===== config.mk =====
export PLATFORM = sky130hd
export DESIGN_NAME = mem_bus_arbiter
export DESIGN_NICKNAME = d
export VERILOG_FILES = /design/src/rtl/mem_bus_arbiter.sv
export SDC_FILE = /design/constraint.sdc
export NUM_CORES = 1
export LEC_CHECK = 0
export ABC_AREA = 1
export ABC_CLOCK_PERIOD_IN_PS = 3300
export CAP_MARGIN = 10
export CORE_MARGIN = 5
export CORE_UTILIZATION = 43
export DETAILED_ROUTE_END_ITERATION = 6
export PLACE_DENSITY_LB_ADDON = 0.2
export REMOVE_ABC_BUFFERS = 1
export SLEW_MARGIN = 30
export SYNTH_ARGS = -nofsm -noshare
export SYNTH_HDL_FRONTEND = slang
export SYNTH_SLANG_ARGS = --single-unit

===== constraint.sdc =====
create_clock -name clk -period 3.3 [get_ports clk]
set_clock_uncertainty 0.2 [all_clocks]
set_input_delay 0.33 -clock clk [delete_from_list [all_inputs] [get_ports clk]]
set_output_delay 0.33 -clock clk [all_outputs]
set_load 0.02 [all_outputs]

===== src/rtl/mem_bus_arbiter.sv =====
// mem_bus_arbiter
// ---------------
// Two requesters share one system-bus memory port: the instruction-fetch
// read port (if_*) and the execute-stage load/store port (ex_*). Only one
// bus transaction runs at a time. The winning request is latched at grant.
// The FSM waits for bus_ack_i, then returns the read data with a one-cycle
// ready pulse to whichever requester owned the transaction.
//
// Handshake semantics:
//   Each requester raises its request and holds it until it sees its
//   ready_o pulse. The arbiter samples requests only in IDLE. A request
//   withdrawn after grant still completes and still receives its pulse.
//   rdata_o is valid only while ready_o=1 and is 0 otherwise. bus_req_o
//   stays high, with every bus_* output stable, until bus_ack_i is sampled
//   high. bus_ack_i is ignored whenever bus_req_o=0.
//
// Ports:
//   clk, rst                   clock and synchronous active-high reset
//   if_re_i/if_addr_i          fetch request and address
//   if_rdata_o/if_ready_o      fetch read data and completion pulse
//   ex_re_i/ex_we_i            execute load/store request
//   ex_addr_i/ex_wdata_i       execute address and store data
//   ex_byte_sel_i/ex_un_sign_i execute access size and unsigned flag
//   ex_rdata_o/ex_ready_o      execute load data and completion pulse
//   hold_o                     pipeline stall while an execute access is pending
//   bus_*_o                    bus request, direction, address, data, size
//   bus_ack_i/bus_rdata_i      bus completion and read data
//   err_o                      bus-timeout pulse, issued with the ready pulse
//
// Optional feature, macro ARB_TIMEOUT_EN:
//   When defined, a transaction is aborted after TIMEOUT_CYC BUSY cycles
//   without ack. The owner then receives 32'hDEADBEEF and err_o pulses.
//   When undefined, the arbiter waits indefinitely and err_o stays 0.

module mem_bus_arbiter #(
    parameter int STARVE_MAX  = 4,
    parameter int TIMEOUT_CYC = 255
) (
    input  logic        clk,
    input  logic        rst,
    input  logic        if_re_i,
    input  logic [31:0] if_addr_i,
    output logic [31:0] if_rdata_o,
    output logic        if_ready_o,
    input  logic        ex_re_i,
    input  logic        ex_we_i,
    input  logic [31:0] ex_addr_i,
    input  logic [31:0] ex_wdata_i,
    input  logic [1:0]  ex_byte_sel_i,
    input  logic        ex_un_sign_i,
    output logic [31:0] ex_rdata_o,
    output logic        ex_ready_o,
    output logic        hold_o,
    output logic        bus_req_o,
    output logic        bus_we_o,
    output logic [31:0] bus_addr_o,
    output logic [31:0] bus_wdata_o,
    output logic [1:0]  bus_byte_sel_o,
    output logic        bus_un_sign_o,
    input  logic        bus_ack_i,
    input  logic [31:0] bus_rdata_i,
    output logic        err_o
);

    typedef enum logic [1:0] {
        IDLE = 2'd0,
        BUSY = 2'd1,
        RESP = 2'd2
    } state_t;

    localparam int              SW         = $clog2(STARVE_MAX + 1);
    localparam logic [SW-1:0]   STARVE_LIM = SW'(STARVE_MAX);
    // Fetches are always full-word reads.
    localparam logic [1:0]      SEL_WORD   = 2'b10;

    state_t        state_q;
    logic          owner_q;       // 0 = fetch, 1 = execute
    logic [SW-1:0] starve_q;
    logic          bus_req_q;
    logic          we_q;
    logic [31:0]   addr_q;
    logic [31:0]   wdata_q;
    logic [1:0]    byte_sel_q;
    logic          un_sign_q;
    logic [31:0]   if_rdata_q;
    logic [31:0]   ex_rdata_q;
    logic          if_ready_q;
    logic          ex_ready_q;
    logic          err_q;

    logic ex_req;
    logic grant_if;
    logic grant_ex;
    logic tmo_hit;
    logic timeout;

    assign ex_req = ex_re_i | ex_we_i;

    // Execute has priority. Fetch wins once it has lost STARVE_MAX contested rounds.
    always_comb begin
        grant_if = 1'b0;
        grant_ex = 1'b0;
        if (ex_req && if_re_i) begin
            if (starve_q == STARVE_LIM) grant_if = 1'b1;
            else                        grant_ex = 1'b1;
        end else if (ex_req) begin
            grant_ex = 1'b1;
        end else if (if_re_i) begin
            grant_if = 1'b1;
        end
    end

`ifdef ARB_TIMEOUT_EN
    localparam int            TW       = $clog2(TIMEOUT_CYC + 1);
    localparam logic [TW-1:0] TMO_LAST = TW'(TIMEOUT_CYC - 1);

    logic [TW-1:0] tmo_q;

    // tmo_q counts completed BUSY cycles. It hits on the TIMEOUT_CYC-th cycle.
    assign tmo_hit = (state_q == BUSY) && (tmo_q == TMO_LAST);

    always_ff @(posedge clk) begin
        if (rst || state_q != BUSY || bus_ack_i || tmo_hit) tmo_q <= '0;
        else                                                tmo_q <= tmo_q + 1'b1;
    end
`else
    logic unused_tmo_cfg;
    assign unused_tmo_cfg = ^TIMEOUT_CYC;
    assign tmo_hit        = 1'b0;
`endif

    // A real ack in the same cycle takes precedence over the abort.
    assign timeout = tmo_hit & ~bus_ack_i;

    always_ff @(posedge clk) begin
        if (rst) begin
            state_q    <= IDLE;
            owner_q    <= 1'b0;
            starve_q   <= '0;
            bus_req_q  <= 1'b0;
            we_q       <= 1'b0;
            addr_q     <= '0;
            wdata_q    <= '0;
            byte_sel_q <= '0;
            un_sign_q  <= 1'b0;
            if_rdata_q <= '0;
            ex_rdata_q <= '0;
            if_ready_q <= 1'b0;
            ex_ready_q <= 1'b0;
            err_q      <= 1'b0;
        end else begin
            // Responses are single-cycle pulses. Data is zero outside the pulse.
            if_ready_q <= 1'b0;
            ex_ready_q <= 1'b0;
            if_rdata_q <= '0;
            ex_rdata_q <= '0;
            err_q      <= 1'b0;
            case (state_q)
                IDLE: begin
                    if (grant_ex) begin
                        state_q    <= BUSY;
                        bus_req_q  <= 1'b1;
                        owner_q    <= 1'b1;
                        addr_q     <= ex_addr_i;
                        we_q       <= ex_we_i;  // re+we together is a write
                        wdata_q    <= ex_we_i ? ex_wdata_i : 32'h0;
                        byte_sel_q <= ex_byte_sel_i;
                        un_sign_q  <= ex_un_sign_i;
                        if (if_re_i && starve_q != STARVE_LIM)
                            starve_q <= starve_q + 1'b1;
                    end else if (grant_if) begin
                        state_q    <= BUSY;
                        bus_req_q  <= 1'b1;
                        owner_q    <= 1'b0;
                        addr_q     <= if_addr_i;
                        we_q       <= 1'b0;
                        wdata_q    <= '0;
                        byte_sel_q <= SEL_WORD;
                        un_sign_q  <= 1'b0;
                        starve_q   <= '0;
                    end
                end
                BUSY: begin
                    if (bus_ack_i || timeout) begin
                        state_q    <= RESP;
                        bus_req_q  <= 1'b0;
                        we_q       <= 1'b0;
                        addr_q     <= '0;
                        wdata_q    <= '0;
                        byte_sel_q <= '0;
                        un_sign_q  <= 1'b0;
                        err_q      <= timeout;
                        if (owner_q) begin
                            ex_ready_q <= 1'b1;
                            ex_rdata_q <= timeout ? 32'hDEADBEEF :
                                          (we_q ? 32'h0 : bus_rdata_i);
                        end else begin
                            if_ready_q <= 1'b1;
                            if_rdata_q <= timeout ? 32'hDEADBEEF : bus_rdata_i;
                        end
                    end
                end
                RESP: begin
                    state_q <= IDLE;
                end
                default: begin
                    state_q <= IDLE;
                end
            endcase
        end
    end

    assign if_rdata_o     = if_rdata_q;
    assign if_ready_o     = if_ready_q;
    assign ex_rdata_o     = ex_rdata_q;
    assign ex_ready_o     = ex_ready_q;
    assign bus_req_o      = bus_req_q;
    assign bus_we_o       = we_q;
    assign bus_addr_o     = addr_q;
    assign bus_wdata_o    = wdata_q;
    assign bus_byte_sel_o = byte_sel_q;
    assign bus_un_sign_o  = un_sign_q;
    assign err_o          = err_q;
    assign hold_o         = ex_req & ~ex_ready_q;

endmodule


==> impl_results.md, run 1 <==
- Status: completed
- Clk_lat worst skew: 0.41 ns
- Synthesized flop and latch total: 141
- Fill count: 910
- Clk root buf: clkbuf_16
- Placer congestion estimate: 0.821
- Die width: 121 um
- Cell chain of the critical path: clkdlybuf4s50_1 -> nor2_1 -> nor2_1 -> clkdlybuf4s50_1
- TritonCTS clock tree: built
- Worst VDD drop: 485 uV
- Min-Delay Path Class: input port to register
- Most frequent cell after synthesis: dfxtp_1
- TNS Setup: 0 ns
- Die area: 14600 sq um
- Relative slew slack: 55.3%
- Fin util: 71.8%
- Row count: 40
- Routed len/inst: 16.2 um
- P_leak: 3.71 nW
- Iteration-0 DRC Markers: 626
- Post-Synthesis Cells: 670
- Die height: 121 um
- Number of global-route vias before repair: 5540
- Register area share after synthesis: 53.3%
- Routed Antenna Nets: 0
- Switching power total: 1.18 mW
- Dominant cell type by area after synthesis: dfxtp_1
- Tot GR Track Use: 23.6%
- Post-synth top cells: dfxtp_1 (141), nand3_1 (138), inv_1 (107), a21oi_1 (72), nor2_1 (69)
- Net Sw Frac: 25.5%
- Fmax: 447 MHz
- Routed WL: 17800 um
- Startpoint class of the critical path: input port
- # DRC: 0
- Clk sinks: 141
- CTS Buf Count: 17
- Crit share post-route: 67.8%
- Number of H-tree levels: 4
- Mean Syn Cell Area: 7.91 sq um
- Most used DFF post-synth: dfxtp_1
- First-pass DRT Iterations: 6
- Post-CTS Resized: 0
- # port buffers: 272
- Core area: 12100 sq um
- Worst hold slack: 0.243 ns
- CP endpoint kind: output pin
- Worst path max stage delay: 0.63 ns
- Detail Placement HPWL: 12600 um
- Final Hold Viols: 0
- Synth area leaders: dfxtp_1 (53%), nand3_1 (13%), inv_1 (7.6%)
- Fin area: 8660 sq um
- Least-Margin Pin Slew: 0.670 ns
- Unique masters post-synth: 21
- Clk slew on worst S/H paths: 0.06 ns
- Clk pwr share: 43.0%
- P_int: 3.43 mW
- Gate power share: 17.1%
- Largest net degree at the start of global routing: 66
- Worst Path Arrival: 1.71 ns
- GR Overflow Total: 0
- RSZ-0062 raised after global routing: no
- Setup CP Type: input port to output pin
- Synthesized cell area: 5300 sq um
- Max-cap violations: 0
- Global-route wire length before repair: 27300 um
- CTS Buffer Depth: 2
- Worst-path maximum fanout: 3
- Sequential power share: 39.9%
- Layout Nets: 1057
- DR vias: 5567
- Top cell type's share of synthesized area: 53.3%
- Slew Viols, Final: 0
- EDFF count, synth: 0
- Final min period: 2.24 ns
- Vias per cell: 5.07
- Power per cell area: 532 nW/um^2
- Slowest CP cell: clkdlybuf4s50_1
- Initial Util: 43.9%
- Initial antenna violation count: 0
- DP Area: 8040 sq um
- Setup violations, final: 0
- Asr flop ratio synth: 0%
- Num ports: 274
- Layout area overhead: 63.5%
- Post CTS Setup Buffer Count: 0
- Ant diodes: 0
- WP data required: 2.77 ns
- Share of cells above drive strength 1: 5.80%
- Synthesis Warnings: 0
- Hold-fix buffers at CTS: 0
[kinds of logic after synthesis]
logic type	after synthesis	share of synthesized area [%]
AO/OA/AOI/OAI	75	7.13
buffers and inverters	160	12.9
flip-flops	141	53.3
XOR/XNOR	1	0.165
AND/OR/NAND/NOR	290	26.0
other	1	0.0708
adder cells (fa/ha/maj)	2	0.472
[final cells by class]
class / count / area, sq um / share of cell area, %
Multi-Input combinational cell: 369 / 1800 / 20.8
Tap cell: 168 / 210 / 2.43
Clock buffer: 17 / 425 / 4.91
Timing Repair Buffer: 282 / 2810 / 32.4
Inverter: 107 / 402 / 4.64
Sequential cell: 141 / 2820 / 32.6
Clock inverter: 15 / 196 / 2.27
[registers in the layout (all words and copies together), names as in the netlist]
signal	cells
bus_req_o	1
starve_q	3
bus_byte_sel_o	2
bus_we_o	1
ex_ready_o	1
if_ready_o	1
bus_un_sign_o	1
if_rdata_o	32
owner_q	1
ex_rdata_o	32
bus_wdata_o	32
state_q	2
bus_addr_o	32
[layout by cell type (no fill, tap or decap)]
| cell | netlist | layout |
|---|---|---|
| clkdlybuf4s50_1 | 0 | 271 |
| dfxtp_1 | 141 | 141 |
| nand3_1 | 138 | 137 |
| inv_1 | 107 | 107 |
| a21oi_1 | 72 | 72 |
| nor2_1 | 69 | 68 |
| nand2_1 | 42 | 42 |
| nand4_1 | 32 | 32 |
| clkbuf_16 | 0 | 17 |
| buf_4 | 14 | 9 |
| nand2_2 | 5 | 5 |
| clkinv_2 | 0 | 4 |
| clkinvlp_4 | 0 | 4 |
| bufinv_16 | 0 | 4 |
| nor2_2 | 2 | 3 |
| ha_1 | 2 | 2 |
| clkinv_4 | 0 | 2 |
| nand3_2 | 0 | 1 |
| nand2_4 | 1 | 1 |
| nor3_4 | 1 | 1 |
| o21ai_0 | 1 | 1 |
| o21bai_1 | 1 | 1 |
| xor2_1 | 1 | 1 |
| o21ai_1 | 1 | 1 |
| conb_1 | 1 | 1 |
| inv_6 | 0 | 1 |
| buf_2 | 23 | 1 |
| buf_12 | 0 | 1 |
[power groups by stage]
stage | combinational, mW | sequential [mW] | clock, mW
finish | 0.789 | 1.84 | 1.98
global route | 0.848 | 1.85 | 2.10
CTS | 0.790 | 1.84 | 2.02
detailed placement | 0.786 | 1.87 | 0
global placement | 0.773 | 1.87 | 0
floorplan | 0.240 | 1.97 | 0
[layer usage]
layer,global-route usage (%),vias to the layer above,wire (um)
li1,-,2647,-
met1,25.1,2576,6310
met2,38.9,314,8610
met3,12.8,30,2490
met4,9.56,0,414
met5,0,-,0
[critical path: cells and delay by family]
family | cells | cell delay [ns]
buf+inv | 2 | 1.14
simple gates | 2 | 0.23
[path summary, 6_finish.rpt]
check | start | to | slack (ns) | cells past startpoint
setup / recovery | ex_we_i | hold_o | 1.06 | 4
hold / removal | rst | bus_addr_o[22] | 0.24 | 2
setup reg to reg | state_q[1] | bus_addr_o[10] | 1.15 | 5
hold reg to reg | bus_req_o | bus_req_o | 0.27 | 2
[through the flow]
| step | total power [mW] | std cells | worst slack (ns) |
|---|---|---|---|
| finish | 4.61 | 1099 | 1.06 |
| global route | 4.79 | 1099 | 0.982 |
| CTS | 4.64 | 1099 | 1.10 |
| detailed placement | 2.66 | 1067 | 0.931 |
| global placement | 2.64 | 1067 | 1.00 |
| floorplan | 2.21 | 617 | 0.0303 |
Power figures use the tool's default switching activity.
==> run 2, diff against run 1 <==
--- a/config.mk
+++ b/config.mk
@@ -6,10 +6,10 @@
 export NUM_CORES = 1
 export LEC_CHECK = 0
 export ABC_AREA = 1
-export ABC_CLOCK_PERIOD_IN_PS = 3300
+export ABC_CLOCK_PERIOD_IN_PS = 2200
 export CAP_MARGIN = 10
 export CORE_MARGIN = 5
-export CORE_UTILIZATION = 43
+export CORE_UTILIZATION = 40
 export DETAILED_ROUTE_END_ITERATION = 6
 export PLACE_DENSITY_LB_ADDON = 0.2
 export REMOVE_ABC_BUFFERS = 1
==> constraint.sdc (replaced) <==
create_clock -name clk -period 2.2 [get_ports clk]
set_clock_uncertainty 0.2 [all_clocks]
set_input_delay 0.22 -clock clk [delete_from_list [all_inputs] [get_ports clk]]
set_output_delay 0.22 -clock clk [all_outputs]
set_load 0.02 [all_outputs]
==> run 2 against run 1 <==
Flip-flop and latch count unchanged; non-clock buffer count grew 9; combinational power is 56% higher; worst setup slack got worse by 0.87 ns; final area increased by 2.0%; register-to-register slack lost 0.68 ns; sequential power up 49%; die area grew 6.9%; count of clock-buffer cells in the layout up 4; wire length down 4.2%; first-iteration DRC count down 31%; largest power group unchanged.
==> impl_results.md, run 2 (synthesis gave the netlist of run 1 again) <==
- Final min period: 2.00 ns
- Routed Antenna Nets: 0
- Power per cell area: 784 nW/um^2
- DP Area: 8210 sq um
- # DRC: 0
- Row count: 42
- Final Hold Viols: 0
- Setup CP Type: input port to output pin
- Hold-fix buffers at CTS: 1
- RSZ-0062 raised after global routing: no
- Fin area: 8840 sq um
- First-pass DRT Iterations: 4
- Number of H-tree levels: 4
- Total Power: 6.93 mW
- Detail Placement HPWL: 12000 um
- Slew Viols, Final: 0
- Share of cells above drive strength 1: 6.40%
- Clk_lat worst skew: 0.41 ns
- P_leak: 3.80 nW
- Worst-path maximum fanout: 4
- Largest net degree at the start of global routing: 70
- Global-route wire length before repair: 27300 um
- CTS Buffer Depth: 2
- Fin util: 67.3%
- CTS Buf Count: 17
- TritonCTS clock tree: built
- Die height: 125 um
- Tot GR Track Use: 21.6%
- Initial antenna violation count: 0
- Vias per cell: 4.82
- WP buf/inv: 2
- Fmax: 499 MHz
- Iteration-0 DRC Markers: 432
- Area of the multi-input gates: 1800 sq um
- Clk slew on worst S/H paths: 0.06 ns
- GR Overflow Total: 0
- Worst VDD drop: 660 uV
- Num ports: 274
- # port buffers: 272
- WP data required: 1.78 ns
- Post CTS Setup Buffer Count: 0
- Setup violations, final: 0
- Fin cells: 1114
- Core area: 13100 sq um
- Cell chain of the critical path: clkdlybuf4s50_1 -> nor2_1 -> nor2_1 -> clkdlybuf4s50_1
- Die area: 15600 sq um
- Ant diodes: 0
- DR vias: 5373
- Worst path max stage delay: 0.61 ns
- Post-CTS Resized: 0
- Leading cell type in the layout, fill and taps excluded: clkdlybuf4s50_1
- Max-cap violations: 0
- Number of global-route vias before repair: 5285
- Min-Delay Path Class: input port to register
- Die width: 125 um
- Slowest CP cell: clkdlybuf4s50_1
- Placed insts: 1083
- Routed len/inst: 15.3 um
- Initial Util: 40.3%
- Routed WL: 17100 um
- Layout area overhead: 66.8%
- CP endpoint kind: output pin
- Layout Nets: 1066
- Commonest cells after routing, fill and taps aside: clkdlybuf4s50_1 (271), dfxtp_1 (141), nand3_1 (137)
- Clk sinks: 141
- Placer congestion estimate: 0.817
- Clk root buf: clkbuf_16
- Crit share post-route: 91.1%
- Seq. cell area: 2820 sq um
- Fill count: 1092
- Worst Path Arrival: 1.58 ns
- Top cell family by delay on the critical path: buffers and inverters
- Status: completed
- Startpoint class of the critical path: input port
[run 2: through the flow]
| step | TNS [ns] | hold WS (ns) | worst slack [ns] |
|---|---|---|---|
| global route | 0 | 0.124 | 0.130 |
| CTS | 0 | 0.127 | 0.212 |
| global placement | 0 | 0.253 | 0.225 |
| floorplan | -66.24 | 0.0891 | -1.07 |
| finish | 0 | 0.144 | 0.196 |
| detailed placement | 0 | 0.255 | 0.219 |
[run 2: final timing paths]
| kind | startpoint | endpoint | slack [ns] | cells after the start |
|---|---|---|---|---|
| min reg2reg | bus_req_o | bus_req_o | 0.26 | 2 |
| max | ex_we_i | hold_o | 0.20 | 4 |
| min | bus_rdata_i[5] | if_rdata_o[5] | 0.14 | 3 |
| max reg2reg | starve_q[0] | bus_wdata_o[15] | 0.47 | 6 |
[run 2: report_power, final]
group | internal (mW) | switching [mW] | leakage [nW]
combinational | 0.615 | 0.617 | 2.35
sequential | 2.69 | 0.0616 | 1.15
clock | 1.89 | 1.06 | 0.297
total | 5.20 | 1.74 | 3.80
[run 2: area by class of cell]
cell class | count | share of cell area (%)
timing repair buffer | 291 | 33.7
sequential | 141 | 31.9
multi-input combinational | 369 | 20.4
clock buffer | 21 | 5.44
inverter | 107 | 4.54
tap | 176 | 2.49
clock inverter | 9 | 1.54
[run 2: per-layer routing]
| layer | vias to the layer above | global-route usage (%) | part of all wire, % |
|---|---|---|---|
| li1 | 2669 | - | - |
| met1 | 2430 | 25.2 | 39 |
| met2 | 241 | 32.6 | 45 |
| met3 | 33 | 11.9 | 13 |
| met4 | 0 | 9.57 | 2.8 |
| met5 | - | 0 | 0 |
[run 2: worst register-to-register path: stages, from the launching register on]
cell     delay [ns]
dfxtp_1        0.35
inv_1          0.07
ha_1           0.21
nand3_2        0.12
buf_4          0.34
nand4_1        0.16
a21oi_1        0.20
